**src/rtl/rr_arbiter_4.sv**
```systemverilog
// rr_arbiter_4: four-way round-robin arbiter with a bounded hold time.
// Shares one resource among four requesters. A tenure ends when the owner
// drops its request, when it has held the grant for MAX_HOLD cycles, or
// when ena falls. On release, priority rotates to the owner's successor,
// and a pending requester takes over on the next cycle with no bubble.
//
// Ports:
//   clk       - system clock, rising edge
//   rst       - asynchronous, active-low reset
//   ena       - enable; 0 releases the current grant and blocks new ones
//   req[3:0]  - request vector, bit i = requester i
//   gnt[3:0]  - one-hot grant (decode of gnt_idx when gnt_valid, else 0)
//   gnt_idx   - index of current owner, 0 when idle
//   gnt_valid - a grant is held
//   timeout   - one-cycle pulse: previous tenure was cut off by MAX_HOLD
module rr_arbiter_4 #(
    parameter int unsigned MAX_HOLD = 8
) (
    input  logic       clk,
    input  logic       rst,
    input  logic       ena,
    input  logic [3:0] req,
    output logic [3:0] gnt,
    output logic [1:0] gnt_idx,
    output logic       gnt_valid,
    output logic       timeout
);

    localparam int unsigned N_REQ = 4;
    localparam int unsigned IDX_W = 2;
    localparam int unsigned CNT_W = $clog2(MAX_HOLD) + 1;

    typedef enum logic {
        IDLE = 1'b0,
        BUSY = 1'b1
    } state_e;

    state_e             state_q, state_d;
    logic [IDX_W-1:0]   prio_q, prio_d;
    logic [CNT_W-1:0]   hold_cnt_q, hold_cnt_d;
    logic [N_REQ-1:0]   gnt_q, gnt_d;
    logic [IDX_W-1:0]   gnt_idx_q, gnt_idx_d;
    logic               gnt_valid_q, gnt_valid_d;
    logic               timeout_q, timeout_d;

    logic [IDX_W-1:0]   owner_c;
    logic               at_max_c;
    logic               release_c;
    logic [IDX_W-1:0]   search_base_c;
    logic [IDX_W-1:0]   winner_c;

    // First requester found searching p, p+1, p+2, p+3 (mod 4).
    // Scanning from the far end lets the nearest hit overwrite the result.
    function automatic logic [IDX_W-1:0] find_winner(
        input logic [N_REQ-1:0] r,
        input logic [IDX_W-1:0] p
    );
        logic [IDX_W-1:0] w;
        logic [IDX_W-1:0] idx;
        w = p;
        for (int k = N_REQ - 1; k >= 0; k--) begin
            idx = p + IDX_W'(k);
            if (r[idx]) begin
                w = idx;
            end
        end
        return w;
    endfunction

    // Release detection for the current owner.
    always_comb begin
        owner_c   = gnt_idx_q;
        at_max_c  = (hold_cnt_q == CNT_W'(MAX_HOLD - 1));
        release_c = !req[owner_c] || at_max_c || !ena;
    end

    // Search starts at prio when idle, or at owner+1 on a release.
    always_comb begin
        search_base_c = (state_q == BUSY) ? (owner_c + IDX_W'(1)) : prio_q;
        winner_c      = find_winner(req, search_base_c);
    end

    // Next-state and registered-output logic.
    always_comb begin
        state_d     = state_q;
        prio_d      = prio_q;
        hold_cnt_d  = hold_cnt_q;
        gnt_idx_d   = gnt_idx_q;
        gnt_valid_d = gnt_valid_q;
        timeout_d   = 1'b0;

        case (state_q)
            IDLE: begin
                hold_cnt_d = '0;
                if (ena && (req != '0)) begin
                    state_d     = BUSY;
                    gnt_idx_d   = winner_c;
                    gnt_valid_d = 1'b1;
                end else begin
                    gnt_idx_d   = '0;
                    gnt_valid_d = 1'b0;
                end
            end
            BUSY: begin
                if (release_c) begin
                    prio_d     = owner_c + IDX_W'(1);
                    hold_cnt_d = '0;
                    // Only a hold-limit cut of a still-requesting owner counts.
                    timeout_d  = at_max_c && req[owner_c] && ena;
                    if (ena && (req != '0)) begin
                        gnt_idx_d   = winner_c;
                        gnt_valid_d = 1'b1;
                    end else begin
                        state_d     = IDLE;
                        gnt_idx_d   = '0;
                        gnt_valid_d = 1'b0;
                    end
                end else begin
                    hold_cnt_d = hold_cnt_q + CNT_W'(1);
                end
            end
            default: begin
                state_d     = IDLE;
                hold_cnt_d  = '0;
                gnt_idx_d   = '0;
                gnt_valid_d = 1'b0;
            end
        endcase

        gnt_d = gnt_valid_d ? (N_REQ'(1) << gnt_idx_d) : '0;
    end

    // State register.
    always_ff @(posedge clk or negedge rst) begin
        if (!rst) begin
            state_q     <= IDLE;
            prio_q      <= '0;
            hold_cnt_q  <= '0;
            gnt_q       <= '0;
            gnt_idx_q   <= '0;
            gnt_valid_q <= 1'b0;
            timeout_q   <= 1'b0;
        end else begin
            state_q     <= state_d;
            prio_q      <= prio_d;
            hold_cnt_q  <= hold_cnt_d;
            gnt_q       <= gnt_d;
            gnt_idx_q   <= gnt_idx_d;
            gnt_valid_q <= gnt_valid_d;
            timeout_q   <= timeout_d;
        end
    end

    assign gnt       = gnt_q;
    assign gnt_idx   = gnt_idx_q;
    assign gnt_valid = gnt_valid_q;
    assign timeout   = timeout_q;

endmodule

```
**config.mk**
```make
export PLATFORM = sky130hd
export DESIGN_NAME = rr_arbiter_4
export DESIGN_NICKNAME = d
export VERILOG_FILES = /design/src/rtl/rr_arbiter_4.sv
export SDC_FILE = /design/constraint.sdc
export NUM_CORES = 1
export LEC_CHECK = 0
export CAP_MARGIN = 20
export CORE_ASPECT_RATIO = 1.25
export CORE_MARGIN = 2
export CORE_UTILIZATION = 35
export CTS_CLUSTER_SIZE = 24
export DETAILED_ROUTE_END_ITERATION = 10
export SYNTH_ARGS = -nofsm -noshare
export SYNTH_HDL_FRONTEND = slang
export SYNTH_SLANG_ARGS = --single-unit
```
**constraint.sdc**
```tcl
create_clock -name clk -period 1.5 [get_ports clk]
set_clock_uncertainty 0.1 [all_clocks]
set_input_delay 0.3 -clock clk [delete_from_list [all_inputs] [get_ports clk]]
set_output_delay 0.3 -clock clk [all_outputs]
set_load 0.1 [all_outputs]
```
## Yosys cells after proc, flatten, opt, wreduce, memory -nomap -nowiden

Index checks and enable logic that the tools add are counted.

| operators by class | value |
|---|---|
| equal/unequal tests | 1 |
| shift-type cells | 1 |
| mux-type cells | 28 |
| reduce and logical (&&, ||, !) cells | 9 |
| add/subtract/negate cells | 5 |
| $mul | 0 |
| divide/modulo/power cells | 0 |
| bitwise logic cells | 1 |
| magnitude comparators | 5 |

Operator list:

| cell | number |
|---|---|
| < comparator 2 x 3 -> 1 bit (second input constant) | 5 |
| two-way mux 2 bit | 7 |
| binary-select mux 1 bit (select 2 bit) | 5 |
| two-way mux 1 bit | 10 |
| two-way mux 4 bit | 2 |
| case mux 4 bit (2 select lines) | 1 |
| adder 2 x 1 -> 2 bit (second input constant) | 2 |
| adder 2 bit (second input constant) | 2 |
| adder 4 x 1 -> 4 bit (second input constant) | 1 |
| equality test 4 x 3 -> 1 bit (second input constant) | 1 |
| case mux 1 bit (2 select lines) | 2 |
| case mux 2 bit (2 select lines) | 1 |
| nonzero test 4 bit | 1 |
| << shifter 1 x 2 -> 4 bit (first input constant) | 1 |
| logical AND 1 bit | 3 |
| zero test 1 bit | 2 |
| logical OR 1 bit | 2 |
| AND reduction 2 bit | 1 |
| inverter 1 bit | 1 |

| storage, ports and cells | value |
|---|---|
| bits in read-only memories | 0 |
| logic and storage cells | 57 |
| bits in writable memories | 0 |
| bits in latches | 0 |
| flip-flop bits (word level) | 15 |
| bits of input ports | 7 |
| output and inout port bits | 8 |
| memories | 0 |

## Longest topological paths before layout

| depth | value |
|---|---|
| depth in word-level cells | 14 |
| mapped depth | 7 |
| mapped depth without buffers | 7 |

## Worst setup path before layout

Ideal clock, no wire load.

| path | value |
|---|---|
| kind | register to register |
| start point | register gnt_idx_q[1], in the netlist gnt_idx[1] |
| end point | register gnt_q[2], in the netlist gnt[2] |
| stages on the path, launching flop included | 8 |
| arrival time | 2123 ps |
| clock period less this slack | 2341 ps |
| data required time | 1282 ps |
| setup slack | -841 ps |
| buffers on the path | 1 |
| cells stage by stage | dfrtp_1 > buf_6 > mux2_4 > a2bb2oi_4 > nor2_2 > a21oi_2 > a21oi_4 > and2b_1 |

| on the way | value |
|---|---|
| word-level cells in the longest chain between the ends | 14 |

RTL lines:

| element | line | text |
|---|---|---|
| start: declaration | 42 | `logic [IDX_W-1:0] gnt_idx_q, gnt_idx_d;` |
| start signal: assignment | 148 | `gnt_idx_q <= gnt_idx_d;` |
| adder 2 x 1 -> 2 bit | 79 | `search_base_c = (state_q == BUSY) ? (owner_c + IDX_W'(1)) : prio_q;` |
| two-way mux 2 bit | 79 |  |
| adder 2 bit | 62 | `idx = p + IDX_W'(k);` |
| binary-select mux 1 bit (select 2 bit) | 63 | `if (r[idx]) begin` |
| two-way mux 1 bit (not written as such) | 63 |  |
| two-way mux 2 bit (4 in a row) | 63 |  |
| two-way mux 2 bit | 95, 110 |  |
| two-way mux 2 bit | 105 | `if (release_c) begin` |
| case mux 2 bit (2 select lines) * | 92 | `case (state_q)` |
| via gnt_idx_d[1] | 42 |  |
| << shifter 1 x 2 -> 4 bit * | 130 | `gnt_d = gnt_valid_d ? (N_REQ'(1) << gnt_idx_d) : '0;` |
| two-way mux 4 bit * | 130 |  |
| via gnt_d[2] | 41 | `logic [N_REQ-1:0] gnt_q, gnt_d;` |
| end signal: assignment | 147 | `gnt_q <= gnt_d;` |
| end: declaration | 41 |  |

The timed path passes the listed nets; every way through them passes the cells marked *. The select of a mux whose other input is x is not followed.
A chain may end at the register's enable or synchronous reset.

## Final worst setup path

Same ends and word-level chain as after synthesis.

==> impl_metrics.py <==
metrics = {
    "run_status": {
        "status": "complete, but fails checks",
        "violations": "negative setup slack",
    },
    "worst_setup_path": {
        "start_kind": "register",
        "worstPathRequired_ns": 1.64,
        "critPathKind": "register to register",
        "critPathArrivalTime_ns": 1.95,
        "regToRegStartpoint": "gnt_idx[1]",
        "r2r_end": "gnt[2]",
        "slowest_stage": "dfrtp_4",
        "cp-startpoint": "gnt_idx[1]",
        "crit_buf_inv": 0,
        "cp-endpoint": "gnt[2]",
        "path_depth": 6,
        "crit_fanout": 8,
        "r2r_cells": 6,
        "crit_family": "compound AO/OA/AOI/OAI gates",
        "worstSetupEndpointType": "register",
        "cp_cell_sequence": "mux2_4 -> o2bb2ai_4 -> a21boi_4 -> a21oi_2 -> a21oi_4 -> and2b_1",
        "r2r_setup_slack_ns": -0.31,
        "worst_path_largest_cell_delay_ns": 0.56,
    },
    "timing": {
        "hold_viol": 0,
        "rsz0062_at_grt": "yes",
        "layout_min_cycle_time_ns": 1.81,
        "hold_ws_ns": 0.221,
        "period_share_pct": 121,
        "tns_ns": -2.76,
        "tightest_slew_ns": 0.351,
        "setup_viol": 11,
        "max_freq_mhz": 552,
        "timing.slew.headroom_pct": 76.6,
        "drv_slew": 0,
        "fin_ws_ns": -0.311,
    },
    "clocking": {
        "htreeDepth": 1,
        "cts_hold_buf": 0,
        "clock-sinks": 15,
        "cts_buffers": 3,
        "clkLatencyLatePin_ns": 0.29,
        "clkTransAtPathRegs_ns": 0.09,
        "tritoncts": "yes",
        "cts_buffer_depth": 2,
        "root_buffer": "clkbuf_4",
    },
    "finish": {
        "diodes": 0,
        "drive_gt1_share_pct": 52.1,
        "fill_cells": 226,
        "nets": 151,
        "syn2layout_area_growth_pct": 63.9,
    },
    "power": {
        "powerDensity_mw_per_mm2": 1070,
        "power_w": 0.00166,
        "max-vdd-ir-drop_uv": 523,
        "power_leakage_nw": 0.733,
    },
    "synthesis": {
        "netlist_area_sq_um": 947,
        "ys_ff_latch": 15,
        "async_reset_ff_share_pct": 100,
        "syn-num-nets": 100,
        "yosys_warnings": 0,
        "ys_types": 38,
        "synth-main-ff-cell": "dfrtp_1",
        "syn_inst": 92,
        "syn_area_per_cell_sq_um": 10.3,
        "ys_seq_area_share_pct": 39.6,
        "synth-edff-count": 0,
    },
    "drt": {
        "routedWlPerCell_um": 13.4,
        "drt-pass1-iter-count": 4,
        "viasPerCell": 4.94,
        "drc_errors": 0,
        "drt-initial-drc-count": 14,
        "vias": 869,
        "routed_wl_um": 2360,
        "drtAntennaViolNets": 0,
    },
    "floorplan": {
        "die_height_um": 62.2,
        "row_count": 21,
        "start_util_pct": 36.0,
        "core_area_sq_mm": 0.00263,
        "die_x_um": 50.5,
        "die-area_sq_mm": 0.00314,
        "top_level_ports": 15,
    },
    "min_path": {
        "hold_path.class": "input pin to async pin",
    },
    "placement": {
        "hpwl_um": 1740,
        "gp_congestion": 0.870,
        "port_buffers": 14,
    },
    "run": {
        "cap_violations": 0,
    },
    "grt": {
        "grt_usage_pct": 15.9,
        "grt_max_degree": 16,
        "grt_pass1_wl_um": 3770,
        "antenna_found_initial": 0,
        "gr-total-overflow": 0,
        "grt_pass1_vias": 851,
    },
}
## per-layer routing
metal	vias up	track usage [%]	routed length [um]	part of all wire, %
met5	-	0	0	0
met4	0	7.09	42	1.8
met3	4	1.68	55	2.3
met2	15	27.8	1280	54
met1	419	19.3	983	42
li1	431	-	-	-
## layout make-up
type / instances / area [sq um] / area share (%)
Clock inverter: 1 / 5.00 / 0.322
Sequential cell: 15 / 384 / 24.7
Clock buffer: 3 / 22.5 / 1.45
Tap cell: 34 / 42.5 / 2.74
Timing Repair Buffer: 50 / 509 / 32.8
Multi-Input combinational cell: 69 / 574 / 37.0
Inverter: 4 / 15.0 / 0.967
## cell usage after synthesis (3+ instances only)
library cell  number  area, sq um
a21oi_1            5         25.0
nand2_1            6         22.5
inv_1              4         15.0
nor2_1            11         41.3
a31oi_1            3         18.8
dfrtp_1           15          375
nor3_1             6         30.0
## layout by cell type, fill, tap and decap left out, drive strengths merged, types with 2 or more instances in the layout
| cell type | count |
|---|---|
| o2bb2ai | 2 |
| nor3 | 6 |
| nor2 | 12 |
| clkbuf | 3 |
| mux2i | 3 |
| o21ai | 2 |
| dlygate4sd2 | 2 |
| nand2 | 6 |
| nand2b | 2 |
| and2b | 2 |
| buf | 44 |
| inv | 4 |
| a31oi | 3 |
| and3 | 3 |
| dfrtp | 15 |
| clkdlybuf4s50 | 3 |
| a21oi | 8 |
| o22ai | 2 |
| xnor2 | 2 |
| nand3b | 3 |
| nand3 | 2 |
## worst min-delay path by stage
stage / startpoint / end / slack [ns] / cells after the start
6_report: rst / hold_cnt_q[0] / 0.22 / 2
5_1_grt: rst / hold_cnt_q[0] / 0.26 / 2
4_1_cts: rst / timeout / 0.22 / 2
3_5_place_dp: hold_cnt_q[0] / hold_cnt_q[0] / 0.43 / 2
3_3_place_gp: hold_cnt_q[0] / hold_cnt_q[0] / 0.42 / 2
2_1_floorplan: rst / gnt[0] / -0.1 / 0
## where the power goes
part           internal, W  switching, W  total, W  leakage (nW)
clock            0.0000993      0.000137  0.000236        0.0177
combinational     0.000426      0.000466  0.000892         0.525
sequential        0.000462     0.0000716  0.000534         0.191
total             0.000987      0.000674   0.00166         0.733
## metrics by stage
| stage | setup slack [ns] | std cells | util, % | area [sq um] |
|---|---|---|---|---|
| after floorplan | -0.476 | 92 | - | 961 |
| after global placement | -0.588 | 164 | 53.0 | 1390 |
| after detailed placement | -0.627 | 164 | 53.0 | 1390 |
| after CTS | -0.291 | 169 | 54.5 | 1430 |
| after global routing | -0.388 | 176 | 59.1 | 1550 |
| final | -0.311 | 176 | 59.1 | 1550 |
## registers in the layout, indices dropped and copies added (netlist names)
register,cells
gnt,4
hold_cnt_q,4
gnt_valid,1
state_q,1
gnt_idx,2
prio_q,2
timeout,1
## logic make-up after synthesis
kind of cell	synth area share, %
AND/OR/NAND/NOR	21.1
AO/OA/AOI/OAI	22.6
flip-flops	39.6
buffers and inverters	5.28
multiplexers	6.08
XOR/XNOR	2.77
adder cells (fa/ha/maj)	2.51
## worst register-to-register path: stages (launching register included)
cell and delay, ns:
dfrtp_4 0.56, mux2_4 0.37, o2bb2ai_4 0.14, a21boi_4 0.22
a21oi_2 0.07, a21oi_4 0.16, and2b_1 0.14
## repair_timing
item                       in CTS  in global routing
gates resized for setup         4                 18
pin swaps                       1                  5
buffers inserted                1                  8
setup endpoints to repair      11                 16
(Power assumes the default switching activity.)
